--- src/rtl/sap_program_loader.sv ---
// sap_program_loader: boot stage for the SAP-1 computer.
// Accepts a program image over a byte-stream valid/ready handshake, writes it
// into the 16x8 program RAM and holds the SAP core in reset until the image is
// complete plus a short settling delay.
// Optional feature: define SAP_LOADER_CHECKSUM_EN to expect one trailing
// checksum byte per image. A bad image parks the loader in an ERROR state.
module sap_program_loader #(
  parameter int ADDR_W    = 4,
  parameter int DATA_W    = 8,
  parameter int MEM_DEPTH = 16,
  parameter int RUN_HOLD  = 2
) (
  input  logic              clk,
  input  logic              reset,
  input  logic              start,
  input  logic [DATA_W-1:0] byteIn,
  input  logic              byteValid,
  output logic              byteReady,
  output logic              We,
  output logic [ADDR_W-1:0] Address,
  output logic [DATA_W-1:0] wrData,
  output logic              cpuReset,
  output logic              loading,
  output logic              done,
  output logic              error
);

  // The hold counter must be able to hold RUN_HOLD itself.
  localparam int HOLD_W = (RUN_HOLD < 2) ? 1 : $clog2(RUN_HOLD + 1);
  localparam logic [ADDR_W-1:0] LAST_ADDR = ADDR_W'(MEM_DEPTH - 1);
  localparam logic [HOLD_W-1:0] HOLD_LOAD = HOLD_W'(RUN_HOLD);
  localparam logic [HOLD_W-1:0] HOLD_ONE  = HOLD_W'(1);

  typedef enum logic [2:0] {
    S_IDLE  = 3'd0,
    S_LOAD  = 3'd1,
    S_HOLD  = 3'd2,
    S_RUN   = 3'd3
`ifdef SAP_LOADER_CHECKSUM_EN
    ,
    S_ERROR = 3'd4
`endif
  } state_t;

  state_t              state_q, state_d;
  logic [ADDR_W-1:0]   ptr_q, ptr_d;
  logic [HOLD_W-1:0]   holdCnt_q, holdCnt_d;
  logic                we_q;
  logic [ADDR_W-1:0]   addr_q;
  logic [DATA_W-1:0]   wrData_q;
  logic                cpuReset_q;
  logic                loading_q;
  logic                done_q;
  logic                writeEn;
  logic                xfer;

`ifdef SAP_LOADER_CHECKSUM_EN
  logic [DATA_W-1:0]   sum_q, sum_d;
  logic                chkPhase_q, chkPhase_d;
  logic                error_q;
`endif

  // Ready is a pure decode of the current state so it drops the cycle after
  // the final transfer moves the FSM out of LOAD.
  assign byteReady = (state_q == S_LOAD);
  assign xfer      = byteValid && byteReady;

  // Next-state logic: load pointer, hold countdown and (optionally) checksum.
  always_comb begin
    state_d    = state_q;
    ptr_d      = ptr_q;
    holdCnt_d  = holdCnt_q;
    writeEn    = 1'b0;
`ifdef SAP_LOADER_CHECKSUM_EN
    sum_d      = sum_q;
    chkPhase_d = chkPhase_q;
`endif
    case (state_q)
      S_IDLE: begin
        if (start) begin
          state_d = S_LOAD;
          ptr_d   = '0;
`ifdef SAP_LOADER_CHECKSUM_EN
          sum_d      = '0;
          chkPhase_d = 1'b0;
`endif
        end
      end
      S_LOAD: begin
        if (xfer) begin
`ifdef SAP_LOADER_CHECKSUM_EN
          sum_d = sum_q + byteIn;
          if (chkPhase_q) begin
            chkPhase_d = 1'b0;
            if (sum_d == '0) begin
              state_d   = S_HOLD;
              holdCnt_d = HOLD_LOAD;
            end else begin
              state_d = S_ERROR;
            end
          end else begin
            writeEn = 1'b1;
            ptr_d   = ptr_q + ADDR_W'(1);
            if (ptr_q == LAST_ADDR) begin
              chkPhase_d = 1'b1;
            end
          end
`else
          writeEn = 1'b1;
          ptr_d   = ptr_q + ADDR_W'(1);
          if (ptr_q == LAST_ADDR) begin
            state_d   = S_HOLD;
            holdCnt_d = HOLD_LOAD;
          end
`endif
        end
      end
      S_HOLD: begin
        if (holdCnt_q == HOLD_ONE) begin
          state_d = S_RUN;
        end else begin
          holdCnt_d = holdCnt_q - HOLD_ONE;
        end
      end
      S_RUN: begin
        if (start) begin
          state_d = S_LOAD;
          ptr_d   = '0;
`ifdef SAP_LOADER_CHECKSUM_EN
          sum_d      = '0;
          chkPhase_d = 1'b0;
`endif
        end
      end
`ifdef SAP_LOADER_CHECKSUM_EN
      S_ERROR: begin
        if (start) begin
          state_d    = S_LOAD;
          ptr_d      = '0;
          sum_d      = '0;
          chkPhase_d = 1'b0;
        end
      end
`endif
      default: begin
        state_d = S_IDLE;
      end
    endcase
  end

  // State, pointer and hold counter registers.
  always_ff @(posedge clk or posedge reset) begin
    if (reset) begin
      state_q   <= S_IDLE;
      ptr_q     <= '0;
      holdCnt_q <= '0;
    end else begin
      state_q   <= state_d;
      ptr_q     <= ptr_d;
      holdCnt_q <= holdCnt_d;
    end
  end

  // RAM write port: one-cycle strobe after each data transfer; address and
  // data keep their last values between writes.
  always_ff @(posedge clk or posedge reset) begin
    if (reset) begin
      we_q     <= 1'b0;
      addr_q   <= '0;
      wrData_q <= '0;
    end else begin
      we_q <= writeEn;
      if (writeEn) begin
        addr_q   <= ptr_q;
        wrData_q <= byteIn;
      end
    end
  end

  // Status outputs registered from the next state so they match the state
  // register cycle for cycle without combinational glitches.
  always_ff @(posedge clk or posedge reset) begin
    if (reset) begin
      cpuReset_q <= 1'b1;
      loading_q  <= 1'b0;
      done_q     <= 1'b0;
    end else begin
      cpuReset_q <= (state_d != S_RUN);
      loading_q  <= (state_d == S_LOAD) || (state_d == S_HOLD);
      done_q     <= (state_d == S_RUN);
    end
  end

`ifdef SAP_LOADER_CHECKSUM_EN
  // Checksum accumulator, checksum-phase flag and registered error flag.
  always_ff @(posedge clk or posedge reset) begin
    if (reset) begin
      sum_q      <= '0;
      chkPhase_q <= 1'b0;
      error_q    <= 1'b0;
    end else begin
      sum_q      <= sum_d;
      chkPhase_q <= chkPhase_d;
      error_q    <= (state_d == S_ERROR);
    end
  end

  assign error = error_q;
`else
  assign error = 1'b0;
`endif

  assign We       = we_q;
  assign Address  = addr_q;
  assign wrData   = wrData_q;
  assign cpuReset = cpuReset_q;
  assign loading  = loading_q;
  assign done     = done_q;

endmodule

--- config.mk ---
export PLATFORM = sky130hd
export DESIGN_NAME = sap_program_loader
export DESIGN_NICKNAME = d
export VERILOG_FILES = /design/src/rtl/sap_program_loader.sv
export SDC_FILE = /design/constraint.sdc
export NUM_CORES = 1
export LEC_CHECK = 0
export BUFFER_PORTS_ARGS = -buffer_cell sky130_fd_sc_hd__buf_2
export CORE_MARGIN = 2
export CORE_UTILIZATION = 50
export DETAILED_ROUTE_END_ITERATION = 10
export PLACE_DENSITY = 0.77
export SLEW_MARGIN = 20
export SYNTH_ARGS = -nofsm -noshare
export SYNTH_HDL_FRONTEND = slang
export SYNTH_SLANG_ARGS = --single-unit
export TNS_END_PERCENT = 20
--- constraint.sdc ---
create_clock -name clk -period 2.78 [get_ports clk]
set_clock_uncertainty 0.2 [all_clocks]
set_input_delay 0.417 -clock clk [delete_from_list [all_inputs] [get_ports clk]]
set_output_delay 0.417 -clock clk [all_outputs]
set_load 0.02 [all_outputs]
Word-level counts from Yosys, hierarchy flattened:

Index checks and enable logic that the tools add are counted.

* register bits after elaboration: 25
* bits of input ports: 12
* output and inout bits: 18
* word-level logic and storage cells: 46

* add/subtract/negate cells: 2
* equality and inequality tests: 13
* muxes and demuxes: 14
* reductions and logical operators: 8

Operators by type and width (count)
* 3-bit by 2-bit equality test with 1-bit output (second input constant): 4
* 3-bit two-way mux: 4
* 3-bit case mux with 3 select lines: 1
* 4-bit two-way mux: 2
* 4-bit case mux with 2 select lines: 1
* 3-bit by 1-bit equality test with 1-bit output (second input constant): 2
* 2-bit two-way mux: 3
* 2-bit by 1-bit inequality test with 1-bit output (second input constant): 3
* 4-bit by 1-bit adder with 4-bit output (second input constant): 1
* 4-bit equality test (second input constant): 1
* 2-bit case mux with 2 select lines: 1
* 4-bit AND reduction: 1
* 2-bit nonzero test: 2
* 3-bit zero test: 1
* 3-bit by 2-bit inequality test with 1-bit output (second input constant): 1
* 3-bit AND reduction: 1
* 2-bit by 1-bit equality test with 1-bit output (second input constant): 1
* 1-bit two-way mux: 2
* 2-bit inequality test (second input constant): 1
* 2-bit OR reduction: 1
* 2-bit by 1-bit subtractor with 2-bit output (second input constant): 1
* 1-bit logical AND: 1
* 1-bit logical OR: 1

Longest topological paths before layout:

Gate-level depths: netlist of the first run.

* word-level depth: 6
* mapped depth: 7
* mapped depth without buffers: 5

Worst setup path before layout of the first run:

Ideal clock, no wire load.

* kind: register to output
* start point: register state_q[1]
* end point: output byteReady
* arrival: 1.036 ns
* required time: 2.163 ns
* setup slack: 1.127 ns
* cell stages (with the launch flop): 3
* path buffers: 1
* path through: dfrtp_1 -> buf_2 -> nor3b_1

* cells in the longest elaborated chain, start to end: 1

RTL lines
* start: declaration: RTL line 45 `state_t state_q, state_d;`
* start signal: assignment: RTL line 158 `state_q <= state_d;`
* 3-bit by 1-bit equality test with 1-bit output: RTL line 65 `assign byteReady = (state_q == S_LOAD);`
* end: declaration: RTL line 18 `output logic byteReady,`

No other way between the ends.

Worst setup path after layout of the first run:

* start point: register state_q[1]
* end point: register ptr_q[3]

* cells in the longest elaborated chain, start to end: 4
* elaborated cells between the ends (all ways): 10
* those cells by class: 4 x eq/ne; 1 x mux; 5 x reduce/logical

RTL lines
* 3-bit by 2-bit equality test with 1-bit output, or another cell as far along: RTL line 78 `case (state_q)`
* 2-bit OR reduction (no source line) or 1-bit logical AND (tied branches)
* 2-bit by 1-bit inequality test with 1-bit output (no source line) or 2-bit nonzero test (tied branches)
* 3-bit AND reduction (no source line)
* end signal: assignment: RTL line 159 `ptr_q <= ptr_d;`
* end: declaration: RTL line 46 `logic [ADDR_W-1:0] ptr_q, ptr_d;`

Parallel ways exist; a longest one is shown, timed or not.
A chain may end at the register's enable or synchronous reset.

==> summary.md, run 1 <==
| Metric | Value |
|---|---|
| Status | complete, no violations |
| DR pass1 iterations | 7 |
| Root buffer cell | clkbuf_4 |
| GRT overflow | 0 |
| # rows | 17 |
| Ys flop type | dfrtp_1 |
| Layout Cells excl Fill | about 170 |
| # IOs | 30 |
| Mapped Cells | 112 |
| Setup TNS | 0 ns |
| Critical Path Start Type | register |
| Die Y | just over 50 um |
| DRT antenna net count | 0 |
| Setup WS post-layout | roughly 0.85 ns |
| Pre-CTS setup slack | between 0.8 and 0.9 ns |
| Max_cap viols | 0 |
| Iter 0 DRT Violations | 14 |
| Post-cts hold buffer count | 0 |
| Count of flip-flops with a built-in enable after synthesis | 0 |
| Worst vdd ir | 393.3 uV |
| CP required | 2.82 ns |
| Critical path fanouts, max | 19 |
| Synth-to-layout area growth | 13.84% |
| Setup CP Type | reg2reg |
| Area after DPL | 1249 sq um |
| Yosys warnings | 0 |
| Synth async-reset ratio | 100.0% |
| Leak | 0.6878 nW |
| Placeable Area | 2170 sq um |
| TritonCTS clock tree | yes |
| Crit path DAT | between 1.5 and 2 ns |
| Wire per inst | around 11 um |
| Post-synth cell types | 30 |
| M1 GR Usage | roughly a fifth |
| DP Cell Count | ~160 |
| Layout cells sized above 1 | 27.54% |
| Clock Latency Late Sink | between 0.3 and 0.4 ns |
| GR Util All Layers | 15.64% |
| Final period util | 69.29% |
| Clock Pin Slew Worst Setup and Hold Paths | 0.13 ns |
| Slew Limit Fails | 0 |
| Post-route cell area | between 1000 and 1500 sq um |
| RSZ-0062 raised after global routing | false |
| Routed WL | ~1800 um |
| Achievable Freq | 519.1 MHz |
| Antenna fix cells | 0 |
| DR vias | 812 |
| Post-Syn Area | 1121 sq um |
| Slowest stage cell, crit path | nand4bb_2 |
| DRC | 0 |
| Syn Area/Cell | between 10 and 15 sq um |
| Clk buf depth | 2 |
| Hold Slack | 0.07900 ns |
| Initial Utilization | 51.67% |
| Final setup viols | 0 |
| Final hold violation count | 0 |
| CTS Buf Count | 3 |
| Area of the die | between 2000 and 3000 sq um |
| Vias per cell | 4.892 |
| Vias in the first global route | 704 |
| Initial antenna violation count | 0 |
| Largest net degree at the start of global routing | 26 |
| Net count, final | 153 |
| H-tree levels | 1 |
| Slew @ Worst Pin | 0.9081 ns |
| PortBufs | 28 |
| Slew HR | about two fifths |
| Post CTS Setup Buffer Count | 0 |
| CP Capture Type | register |
| Yosys reg bits | 25 |
| Die width | 51.35 um |
| CP startpoint | state_q[1]$_DFF_PP0_ |
| Met3 Resource Use GR | 2.632% |
| Sequential cell area fraction in the yosys report | 55.92% |
| Max incr delay on CP | 0.60 ns |
| Power density over the cells | between 600 and 700 nW/um^2 |
| Gpl congestion | between 0.7 and 0.8 |
| Reg2Reg Launch Point | state_q[1]$_DFF_PP0_ |
| Worst Hold Class | in2async |
| GR Util met2 | 24.89% |
| Gr busiest metal | met2 |
| DP HPWL | 1349 um |
| Sink Count | 25 |
| CP cell instances | nand4bb_2 > or3_1 > o221ai_1 |
| Tmin final | 1.926 ns |
| Cts repair resizes | 0 |
| Global-route wire length before repair | just over 3000 um |
-- cell usage after synthesis (2+ instances only) --
library cell  count  area (sq um)
o221ai_1          2         17.52
buf_2             2         10.01
nand2b_1          2         12.51
buf_6             2         22.52
mux2i_1           3         30.03
buf_4             2         15.01
nand3_1           3         15.01
nor2_1            4         15.01
nand2_1          36         135.1
o21ai_1           2         10.01
dfrtp_1          24         600.6
o22ai_1           2         12.51
inv_1             5         18.77
ha_1              2         25.02
nand3b_1          2         15.01
a2bb2oi_1         2         17.52
o21ai_0           4         20.02
-- where the power goes --
group | switching (mW) | total, mW | internal [mW]
registers | 0.0346 | 0.448 | 0.414
logic | 0.110 | 0.173 | 0.0632
clock network | 0.101 | 0.154 | 0.0537
-- worst paths after layout --
path | endpoint | slack, ns | depth (start not counted)
setup / recovery | ptr_q[3]$_DFFE_PP0P_ | 0.85 | 3
hold / removal | ptr_q[0]$_DFFE_PP0P_ | 0.08 | 2
setup reg to reg | ptr_q[3]$_DFFE_PP0P_ | 0.85 | 3
hold reg to reg | wrData[7]$_DFFE_PP0P_ | 0.29 | 2
max in group asynchronous | state_q[1]$_DFF_PP0_ | 1.74 | 2
min in group clk | wrData[4]$_DFFE_PP0P_ | 0.09 | 3
-- routing by layer --
| metal | part of all wire, % | wire length, um |
|---|---|---|
| met1 | 48 | 886 |
| met2 | 48 | 883 |
| met3 | 3.2 | 59 |
| met4 | 0.44 | 8 |
| met5 | 0 | 0 |
-- sequential cells by signal (all words and copies together), names as in the netlist --
| name | count |
|---|---|
| Address | 4 |
| We | 1 |
| cpuReset | 1 |
| done | 1 |
| holdCnt_q | 2 |
| loading | 1 |
| ptr_q | 4 |
| state_q | 3 |
| wrData | 8 |
-- cell type report --
| cell class | instances | area (sq um) |
|---|---|---|
| Fill cell | 190 | 893.4 |
| Multi-Input combinational cell | 75 | 424.2 |
| Inverter | 6 | 22.52 |
| Clock inverter | 1 | 5.005 |
| Tap cell | 28 | 35.03 |
| Timing Repair Buffer | 28 | 140.1 |
| Sequential cell | 25 | 626.9 |
| Clock buffer | 3 | 22.52 |
-- through the flow --
| stage | utilization, % | total power, mW |
|---|---|---|
| final | 58.82 | 0.7763 |
| after global routing | 58.82 | 0.8265 |
| after CTS | 58.82 | 0.7843 |
| after floorplan | - | 0.5732 |
| after global placement | 57.55 | 0.6261 |
| after detailed placement | 57.55 | 0.6311 |
-- critical path, delay by kind of cell (launching register included) --
kind / cells / cell delay [ns]
AO/OA/AOI/OAI: 1 / 0.07
flip-flops: 1 / 0.50
AND/OR/NAND/NOR: 2 / 1.09
-- cell families after synthesis --
logic type | Yosys count | synth area share, %
buf+inv | 13 | 6.584
other cells | 1 | 0.3345
flops | 25 | 55.92
simple gates | 53 | 22.77
mux | 4 | 3.683
fa+ha+maj | 2 | 2.232
compound gates | 13 | 7.702
xor+xnor | 1 | 0.7814
-- cells in the final DEF, fill, tap and decap left out, types with 3 or more instances in the layout --
cell type / count
nand2_1: 36
buf_2: 28
dfrtp_1: 24
inv_1: 5
nor2_1: 4
o21ai_0: 4
mux2i_1: 3
nand3_1: 3
clkbuf_4: 3
Power figures use the tool's default switching activity.
==> run 2, diff against run 1 <==
- clock period: 2.78 -> 1.85 ns (I/O delays scaled with it)
==> run 2 against run 1 <==
  * Worst hold slack got worse by 0.0064 ns
  * Combinational power rose by 69%
  * Power up 56%
  * Global-route usage is 4.6 points higher
  * Critical path depth unchanged
  * Largest power group unchanged
  * Sequential share of layout area is 4.5 points lower
  * Design area up 10%
  * Highest routed layer unchanged
  * Routed wire length up 24%
  * Count of clock-buffer cells in the layout stayed put
  * Non-clock buffer count grew 14
==> summary.md, run 2 (same netlist as run 1, synthesis figures left out) <==
| Metric | Value |
|---|---|
| Crit path DAT | 1.32 ns (-0.65 ns) |
| DR pass1 iterations | 4 (-3) |
| Critical path fanouts, max | 8 (-11) |
| Iter 0 DRT Violations | 48 (+34) |
| Achievable Freq | 555.7 MHz |
| Multi-input gate area | 424.2 sq um (unchanged) |
| CP required | 1.37 ns (-1.45 ns) |
| Max incr delay on CP | 0.43 ns (-0.17 ns) |
| Slowest stage cell, crit path | dfrtp_1 |
| Max reg flops | 8 (unchanged) |
| Max_cap viols | 0 (unchanged) |
| Clk buf depth | 2 (unchanged) |
| Clock Pin Slew Worst Setup and Hold Paths | 0.13 ns (about the same) |
| DRT antenna net count | 0 (unchanged) |
| Die width | 51.35 um (unchanged) |
| Register area | 626.9 sq um (unchanged) |
| Die Y | 51.35 um (unchanged) |
| Worst Hold Class | in2reg |
| TritonCTS clock tree | yes |
| Final setup viols | 0 (unchanged) |
| Vias per cell | 5.022 (+2.7%) |
| Setup TNS | 0 ns (unchanged) |
| Largest net degree at the start of global routing | 19 (-27%) |
| Global-route wire length before repair | 3919 um (+26%) |
| Routed WL | 2279 um (+24%) |
| Clock Latency Late Sink | 0.32 ns (about the same) |
| Initial Utilization | 51.67% (unchanged) |
| Tmin final | 1.800 ns |
| Fin util | 64.71% (+5.9 points) |
| Initial antenna violation count | 0 (unchanged) |
| Cts repair resizes | 0 (unchanged) |
| Final hold violation count | 0 (unchanged) |
| Final period util | about 97% |
| Leak | 0.7490 nW (+8.9%) |
| H-tree levels | 1 (unchanged) |
| DP HPWL | 1510 um (+12%) |
| Layout cells sized above 1 | 28.29% (+0.75 points) |
| Gpl congestion | 0.7254 (-4.3%) |
| Power density over the cells | 861.5 nW/um^2 (+42%) |
| Fillcell total | 182 (-4.2%) |
| # rows | 17 (unchanged) |
| Net count, final | 167 (+9.2%) |
| CTS Buf Count | 3 (unchanged) |
| GR Util All Layers | 20.28% (+4.6 points) |
| CP Capture Type | primary output |
| DR vias | 904 (+11%) |
| Setup CP Type | reg2out |
| Status | complete, no violations |
| GRT overflow | 0 (unchanged) |
| CP cell instances | buf_4 > nor3b_1 > buf_2 |
| Antenna fix cells | 0 (unchanged) |
| DRC | 0 (unchanged) |
| Area of the die | 2637 sq um (unchanged) |
| # IOs | 30 (unchanged) |
| Post-route cell area | 1404 sq um (+10%) |
| Commonest non-fill, non-tap cells in the layout | nand2_1 (36), buf_2 (28), dfrtp_1 (24) |
| Slew Limit Fails | 0 (unchanged) |
| Area after DPL | 1286 sq um (+3.0%) |
| Top Family by Delay on Critical Path | flip-flops |
| PortBufs | 28 (unchanged) |
| Vias in the first global route | 889 (+26%) |
| RSZ-0062 raised after global routing | false |
| Synth-to-layout area growth | 25.22% |
| Worst vdd ir | 565.9 uV (+44%) |
| Critical Path Start Type | register |
| Wire per inst | 12.66 um (+14%) |
| Placeable Area | 2170 sq um (unchanged) |
| Sink Count | 25 (unchanged) |
| Buf/Inv on CP | 2 (+2) |
| Root buffer cell | clkbuf_4 |
| Commonest non-fill, non-tap cell in the layout | nand2_1 |
-- run 2: changes by cell type in the layout (fill, tap and decap cells not counted), sizes merged --
| cell | delta |
|---|---|
| buf | +5 |
| dlygate4sd3 | +9 |
-- run 2: where the power goes --
group | total (mW) | switching [mW] | internal, mW
clock | 0.243 | 0.162 | 0.0810
sequential | 0.674 | 0.0522 | 0.622
combinational | 0.292 | 0.179 | 0.113
-- run 2: metal layers --
metal	up-vias	routed length (um)	track usage, %	share of wire, %
met3	11	86	2.924	3.8
met4	0	79	9.211	3.5
met1	413	1004	25.95	44
met2	37	1109	33.98	49
met5	-	0	0	0
li1	443	-	-	-
-- run 2: layout make-up --
| cell class | count | share of cell area [%] |
|---|---|---|
| tap | 28 | 2.496 |
| clock buffer | 3 | 1.604 |
| clock inverter | 1 | 0.3565 |
| timing repair buffer | 42 | 19.07 |
| multi-input combinational | 75 | 30.21 |
| inverter | 6 | 1.604 |
| sequential | 25 | 44.65 |
-- run 2: path summary, 6_finish.rpt --
path                                        from                    end  slack (ns)  cells after the start
setup / recovery            state_q[2]$_DFF_PP0_              byteReady        0.05                      3
hold / removal                             start      loading$_DFF_PP0_        0.07                      3
setup reg to reg            state_q[0]$_DFF_PP0_   ptr_q[2]$_DFFE_PP0P_        0.12                      5
hold reg to reg            wrData[4]$_DFFE_PP0P_  wrData[4]$_DFFE_PP0P_        0.29                      2
max in group asynchronous                  reset     cpuReset$_DFF_PP1_        0.62                      4
min in group asynchronous                  reset  wrData[4]$_DFFE_PP0P_        0.22                      3
-- run 2: stage by stage --
stage,hold slack [ns],worst slack (ns),cells,power [mW]
final,0.07263,0.05034,180,1.209
after floorplan,0.1041,0.2597,113,0.8614
after global placement,0.02045,0.2212,167,0.9476
after detailed placement,0.04306,0.1863,167,0.9596
after CTS,0.06958,0.04321,180,1.215
after global routing,0.08871,0.004186,180,1.282
-- run 2: timing repair --
item	4_1_cts	5_1_grt
buffers inserted	0	0
endpoints found under the hold margin	15	0
hold buffers	9	0
-- run 2: worst min-delay path, cell delays in order --
cell and delay (ns):
buf_2 0.12, o22ai_1 0.07, nor2_1 0.08
